$ cat config.mk
export PLATFORM = sky130hd
export DESIGN_NAME = counter_irq_host
export DESIGN_NICKNAME = d
export VERILOG_FILES = /design/src/rtl/counter_irq_host.sv
export SDC_FILE = /design/constraint.sdc
export NUM_CORES = 1
export LEC_CHECK = 0
export BUFFER_PORTS_ARGS = -buffer_cell sky130_fd_sc_hd__buf_4
export CAP_MARGIN = 20
export CORE_MARGIN = 5
export CORE_UTILIZATION = 57
export CTS_CLUSTER_DIAMETER = 150
export CTS_CLUSTER_SIZE = 25
export DETAILED_ROUTE_END_ITERATION = 12
export HOLD_SLACK_MARGIN = 0.02
export PLACE_DENSITY = 0.86
export SYNTH_ARGS = -nofsm -noshare
export SYNTH_HDL_FRONTEND = slang
export SYNTH_SLANG_ARGS = --single-unit
$ cat constraint.sdc
create_clock -name clk -period 4.9 [get_ports clk]
set_input_delay 0.98 -clock clk [delete_from_list [all_inputs] [get_ports clk]]
set_output_delay 0.98 -clock clk [all_outputs]
set_load 0.01 [all_outputs]
$ cat src/rtl/counter_irq_host.sv
// Initiator for the counter start/ack/irq handshake: runs one command at a time and reports its latency.
// Optional per-state watchdog enabled by defining IRQ_HOST_TIMEOUT_EN.
module counter_irq_host #(
  parameter int unsigned CNT_W = 32
`ifdef IRQ_HOST_TIMEOUT_EN
  , parameter int unsigned TIMEOUT = 4096
`endif
) (
  input  logic             clk,
  input  logic             rst,
  input  logic             cmd_valid,
  output logic             cmd_ready,
  output logic             start,
  output logic             ack,
  input  logic             irq_start,
  input  logic             irq_done,
  output logic             busy,
  output logic             result_valid,
  output logic [CNT_W-1:0] result_cycles,
  output logic [CNT_W-1:0] run_count,
  output logic             timeout_err
);

  typedef enum logic [2:0] {
    S_IDLE,
    S_WAIT_START,
    S_WAIT_DONE,
    S_ACK,
    S_REPORT
  } state_e;

  localparam logic [CNT_W-1:0] CNT_MAX = '1;

  state_e           state_q, state_d;
  logic             cmd_ready_q, cmd_ready_d;
  logic             start_q, start_d;
  logic             ack_q, ack_d;
  logic             busy_q, busy_d;
  logic             result_valid_q, result_valid_d;
  logic [CNT_W-1:0] lat_q, lat_d;
  logic [CNT_W-1:0] result_cycles_q, result_cycles_d;
  logic [CNT_W-1:0] run_count_q, run_count_d;
  logic             cmd_accept;

`ifdef IRQ_HOST_TIMEOUT_EN
  localparam int unsigned WD_W = $clog2(TIMEOUT + 1);
  logic [WD_W-1:0] wd_q, wd_d;
  logic            timeout_err_q, timeout_err_d;
  logic            in_wait;
`endif

  function automatic logic [CNT_W-1:0] sat_inc(input logic [CNT_W-1:0] v);
    return (v == CNT_MAX) ? v : v + CNT_W'(1);
  endfunction

  assign cmd_accept = cmd_valid && cmd_ready_q;

  // Next-state, counters and registered-output decode
  always_comb begin
    state_d         = state_q;
    lat_d           = lat_q;
    result_cycles_d = result_cycles_q;
    run_count_d     = run_count_q;
    result_valid_d  = 1'b0;

    case (state_q)
      S_IDLE: begin
        if (cmd_accept) begin
          state_d = S_WAIT_START;
          lat_d   = CNT_W'(1);
        end
      end
      S_WAIT_START: begin
        lat_d = sat_inc(lat_q);
        if (irq_start) state_d = S_WAIT_DONE;
      end
      S_WAIT_DONE: begin
        lat_d = sat_inc(lat_q);
        if (irq_done) begin
          state_d         = S_ACK;
          result_cycles_d = lat_q;
        end
      end
      S_ACK: begin
        if (!irq_done) begin
          state_d        = S_REPORT;
          result_valid_d = 1'b1;
          run_count_d    = sat_inc(run_count_q);
        end
      end
      S_REPORT: state_d = S_IDLE;
      default:  state_d = S_IDLE;
    endcase

`ifdef IRQ_HOST_TIMEOUT_EN
    in_wait       = (state_q == S_WAIT_START) || (state_q == S_WAIT_DONE) || (state_q == S_ACK);
    timeout_err_d = timeout_err_q;
    if (cmd_accept) timeout_err_d = 1'b0;
    // A real transition in the final watchdog cycle wins over the timeout
    if (in_wait && (state_d == state_q) && (wd_q == WD_W'(TIMEOUT - 1))) begin
      state_d       = S_IDLE;
      timeout_err_d = 1'b1;
    end
    if (state_d != state_q) wd_d = '0;
    else if (in_wait)       wd_d = wd_q + WD_W'(1);
    else                    wd_d = wd_q;
`endif

    cmd_ready_d = (state_d == S_IDLE);
    start_d     = (state_d == S_WAIT_START);
    ack_d       = (state_d == S_ACK);
    busy_d      = (state_d != S_IDLE);
  end

  always_ff @(posedge clk or posedge rst) begin
    if (rst) begin
      state_q         <= S_IDLE;
      cmd_ready_q     <= 1'b0;
      start_q         <= 1'b0;
      ack_q           <= 1'b0;
      busy_q          <= 1'b0;
      result_valid_q  <= 1'b0;
      lat_q           <= '0;
      result_cycles_q <= '0;
      run_count_q     <= '0;
    end else begin
      state_q         <= state_d;
      cmd_ready_q     <= cmd_ready_d;
      start_q         <= start_d;
      ack_q           <= ack_d;
      busy_q          <= busy_d;
      result_valid_q  <= result_valid_d;
      lat_q           <= lat_d;
      result_cycles_q <= result_cycles_d;
      run_count_q     <= run_count_d;
    end
  end

`ifdef IRQ_HOST_TIMEOUT_EN
  always_ff @(posedge clk or posedge rst) begin
    if (rst) begin
      wd_q          <= '0;
      timeout_err_q <= 1'b0;
    end else begin
      wd_q          <= wd_d;
      timeout_err_q <= timeout_err_d;
    end
  end

  assign timeout_err = timeout_err_q;
`else
  assign timeout_err = 1'b0;
`endif

  assign cmd_ready     = cmd_ready_q;
  assign start         = start_q;
  assign ack           = ack_q;
  assign busy          = busy_q;
  assign result_valid  = result_valid_q;
  assign result_cycles = result_cycles_q;
  assign run_count     = run_count_q;

endmodule
# Yosys cells after proc, flatten, opt, wreduce, memory -nomap -nowiden
# Index checks and enable logic that the tools add are counted.
[word_totals]
inputBits = 5
reg_bits = 104
wordCells = 41
[op_classes]
muxes = 10
bitwise = 2
eq_ne = 9
n_reduce_logical = 9
n_addsub = 2
[ops]
columns = ["cell", "count"]
rows = [
  ["$add A32 B1 Y32 const B", 2],
  ["$eq A32 B32 Y1 const B", 2],
  ["$mux W32", 2],
  ["$pmux W32 S2", 1],
  ["$mux W3", 4],
  ["$pmux W3 S4", 1],
  ["$eq A3 B2 Y1 const B", 3],
  ["$eq A3 B1 Y1 const B", 2],
  ["$logic_not A3 Y1", 2],
  ["$reduce_and A3 Y1", 2],
  ["$ne A2 B2 Y1 const B", 2],
  ["$reduce_bool A3 Y1", 1],
  ["$mux W1", 2],
  ["$not A1 Y1", 2],
  ["$reduce_and A2 Y1", 1],
  ["$reduce_bool A2 Y1", 1],
  ["$reduce_or A2 Y1", 1],
  ["$logic_and A1 B1 Y1", 1],
]

# Longest topological paths before layout
[depth]
word_depth = 4
mapped_depth = 9
depth_no_buf = 6

# Worst setup path after synthesis
# No wires, ideal clock.
[synth_path]
path_type = "input to register"
start = "input irq_done"
end = "register run_count_q[31], in the netlist run_count[31]"
arrival_ps = 2199
t_required_ps = 4821
path_stages = 6
path_buffers = 1
setup_slack_ps = 2621
setup_ps = 79
cell_sequence = "nand4bb_1 clkbuf_1 nor4_1 o211ai_1 nor3_1 xor2_1"
[synth_via]
elab_chain_cells = 2
[synth_lines]
columns = ["element", "line", "source"]
rows = [
  ["start, declared", "16", "input logic irq_done,"],
  ["$not A1 Y1 (no source line)", "n/a", ""],
  ["$reduce_and A3 Y1 (no source line)", "n/a", ""],
  ["end signal, assigned", "135", "run_count_q <= run_count_d;"],
  ["end, declared", "42", "logic [CNT_W-1:0] run_count_q, run_count_d;"],
]
# Every way passes these cells.
# A chain may end at the register's enable or synchronous reset.

# Worst setup path after layout
[layout_path]
start = "register lat_q[1]"
end = "register lat_q[18]"
[layout_via]
elab_chain_cells = 3
word_cells_on_any_way = 6
[layout_lines]
columns = ["element", "line", "source"]
rows = [
  ["start, declared", "40", "logic [CNT_W-1:0] lat_q, lat_d;"],
  ["start signal, assigned", "133", "lat_q <= lat_d;"],
  ["$add A32 B1 Y32 or $eq A32 B32 Y1 (tied branches)", "53", "return (v == CNT_MAX) ? v : v + CNT_W'(1);"],
  ["$mux W32 or $ne A2 B2 Y1 (tied branches)", "n/a", ""],
  ["$pmux W32 S2 or $reduce_and A3 Y1 (tied branches)", "n/a", ""],
]
# Several ways; a longest one is shown, not always the timed one. The select of a mux whose other input is x is not followed.

==> impl_metrics.yaml <==
cells_and_area:
  design_area_um2: 5760
  n_antenna_cell: 0
  finalNetCount: 539
  final_util: 0.671
  area_growth_pct: 16.0
  drive_gt1_frac: 0.250
die:
  io_pins: 75
  coreArea_um2: 8590
  die-height_um: 103
  initial_core_util: 0.578
  rows: 34
  dieArea_um2: 10700
  die_x_um: 103
critical_path:
  worstPathCellList: "ha_1 -> inv_1 -> or4_1 -> nor4_4 -> or2_1 -> a221o_1"
  crit_slowest_cell: "nor4_4"
  cp.required_ns: 5.20
  crit_path_max_fanout: 14
  ff2ff_setup_slack_ns: 1.67
  r2r-start: "lat_q[1]"
  crit_path_end: "lat_q[18]"
  start_kind: "flip-flop"
  criticalPathCategory: "reg2reg"
  rr_endpoint: "lat_q[18]"
  arrival_ns: 3.53
  worstSetupStartpoint: "lat_q[1]"
  max_stage_delay_ns: 0.79
  worstSetupEndpointType: "flip-flop"
  reg2reg_depth: 6
synthesis:
  ys.flop_type: "dfrtp_1"
  synth_edf_count: 0
  synth.cell_area_um2: 4970
  syn_area_per_cell_um2: 10.7
  synth-seq-cells: 104
  yosysWarnings: 0
  yosysSeqAreaShare: 0.524
  synth_async_sr_flop_share: 1.00
  ys_types: 54
  syn_nets: 471
  syn_inst: 464
place:
  dp_hpwl_mm: 7.83
  io_buffer_count: 73
  postPlaceCellArea_um2: 5590
  place.gp.congestion: 0.867
global_routing:
  grt_usage: 0.215
  grt_max_degree: 64
  grt_pass1_vias: 3769
  grt_pass1_wl_mm: 18.4
  globalRouteOverflowTotal: 0
  antenna_found_initial: 0
timing:
  final-hold-violation-count: 0
  finalSetupTns_ns: 0
  setup_viol: 0
  fin_crit_sh: 0.658
  final.setup_skew_ns: 0.0148
  worst_slew_pin_slew_ns: 0.911
  rsz0062_at_grt: "false"
  drv_slew: 0
  fmax_mhz: 310
  relSlewSlack: 0.383
  period_minus_slack_ns: 3.23
clock_tree:
  worstSkewPairLatency_ns: 0.37
  cts_buffer_depth: 2
  ctsHoldBuffers: 0
  cts_sinks: 104
  cts_tree: "built"
  ctsHtreeMaxLevel: 3
  clk_transition_reported_paths_ns: 0.11
  post_cts_resized: 0
  ctsRootBufferMaster: "clkbuf_8"
  postCtsSetupRepairBufs: 0
  numCtsBuffers: 9
routing:
  drt.antenna.violating_nets: 0
  num_vias: 3938
  drc: 0
  via_per_inst: 6.11
  wl_per_cell_um: 17.2
  first_iter_violations: 241
  drt-total-wl_mm: 11.1
  drt_first_pass_iters: 4
power:
  power_density_nw_per_um2: 396
  p_leak_uw: 0.00279
  vdd_drop_max_uv: 279
worst_hold_path:
  hp-class: "reg2reg"
run:
  maxCapViolCount: 0
outcome:
  status: "complete, no violations"
-- sequential cells by signal, indices dropped and copies added, names as in the netlist --
signal	count
busy	1
cmd_ready	1
ack	1
start	1
lat_q	32
result_valid	1
result_cycles	32
run_count	32
state_q	3
-- per-stage QoR --
stage	hold WS, ns	instances	setup WS [ns]	total power, uW
detailed placement	0.485	628	1.76	1810
CTS	0.508	643	1.71	2300
global route	0.532	644	1.48	2430
floorplan	0.473	464	1.19	1590
finish	0.504	644	1.67	2280
global placement	0.487	628	1.86	1780
-- placed cells by master (no fill, tap or decap), types with 4 or more instances in the layout --
| cell | netlist | final |
|---|---|---|
| xor2_1 | 16 | 16 |
| dfrtp_1 | 104 | 104 |
| a22o_1 | 5 | 5 |
| or3_1 | 6 | 6 |
| nand3_1 | 24 | 24 |
| o31ai_1 | 7 | 7 |
| a221o_1 | 4 | 4 |
| mux2_2 | 34 | 34 |
| a31oi_1 | 11 | 11 |
| nor2_1 | 32 | 32 |
| and4_1 | 5 | 5 |
| inv_1 | 12 | 11 |
| nor3_1 | 15 | 14 |
| a211o_1 | 4 | 4 |
| nand2_1 | 37 | 37 |
| buf_4 | 2 | 77 |
| a21oi_1 | 8 | 8 |
| or4_1 | 4 | 4 |
| o21ai_0 | 10 | 10 |
| nor4_1 | 11 | 11 |
| a211oi_1 | 4 | 4 |
| and3_1 | 11 | 11 |
| clkbuf_8 | 0 | 9 |
| nand4_1 | 21 | 21 |
| xnor2_1 | 19 | 19 |
-- power by group --
group / switching, uW / internal, uW
clock: 297 / 188
combinational: 436 / 267
sequential: 132 / 963
-- final cells by class --
cell class | instances | area [um^2]
multi-input combinational | 327 | 2230
clock inverter | 5 | 42.5
inverter | 12 | 47.5
fill | 674 | 2830
sequential | 104 | 2600
clock buffer | 10 | 128
tap | 108 | 135
timing repair buffer | 78 | 583
-- worst min-delay path by stage --
stage | slack (ns) | depth (start not counted) | end | from
floorplan | 0.47 | 1 | lat_q[11] | lat_q[11]
global placement | 0.49 | 1 | run_count[22] | run_count[22]
detailed placement | 0.48 | 1 | run_count[26] | run_count[26]
CTS | 0.51 | 1 | run_count[26] | run_count[26]
global route | 0.53 | 1 | run_count[22] | run_count[22]
finish | 0.50 | 1 | run_count[26] | run_count[26]
-- metal layers --
metal  GRT usage  share of wire
met3      0.0476          0.063
met5           0              0
met1       0.293           0.43
met4      0.0578          0.015
met2       0.348           0.49
-- worst max-delay path, delay by kind of cell (launching register included) --
kind	cells	cell delay (ns)
and+or+nand+nor	3	2.06
AOI/OAI and AO/OA	1	0.24
buffers and inverters	1	0.09
adders and majority gates	1	0.28
DFF	1	0.48
-- cells in the mapped netlist, types with 2 or more instances --
library cell / instances / area [um^2]
a211oi_1: 4 / 30.0
xnor2_1: 19 / 166
or3_1: 6 / 37.5
o31ai_1: 7 / 52.6
dfrtp_1: 104 / 2600
a221o_1: 4 / 40.0
a31oi_1: 11 / 68.8
o22ai_1: 3 / 18.8
clkbuf_1: 14 / 52.6
inv_1: 12 / 45.0
nand2_1: 37 / 139
a21boi_0: 2 / 15.0
nand3_1: 24 / 120
nor3_1: 15 / 75.1
nand3b_1: 2 / 15.0
nor4_1: 11 / 68.8
and4_1: 5 / 43.8
and2_1: 3 / 18.8
nand4_1: 21 / 131
buf_4: 2 / 15.0
buf_2: 4 / 20.0
a22o_1: 5 / 43.8
o41ai_1: 3 / 26.3
a211o_1: 4 / 35.0
ha_1: 2 / 25.0
and3_1: 11 / 68.8
mux2_2: 34 / 383
o311a_1: 2 / 20.0
or2_2: 3 / 18.8
nor2_1: 32 / 120
xor2_1: 16 / 140
or4_1: 4 / 30.0
a21oi_1: 8 / 40.0
o21ai_0: 10 / 50.1
-- logic make-up after synthesis --
group	synth area share
buf+inv	0.0290
mux	0.0771
other cells	0.000755
simple gates	0.196
xor+xnor	0.0617
fa+ha+maj	0.00504
flops	0.524
compound gates	0.107
Power figures use the tool's default switching activity.
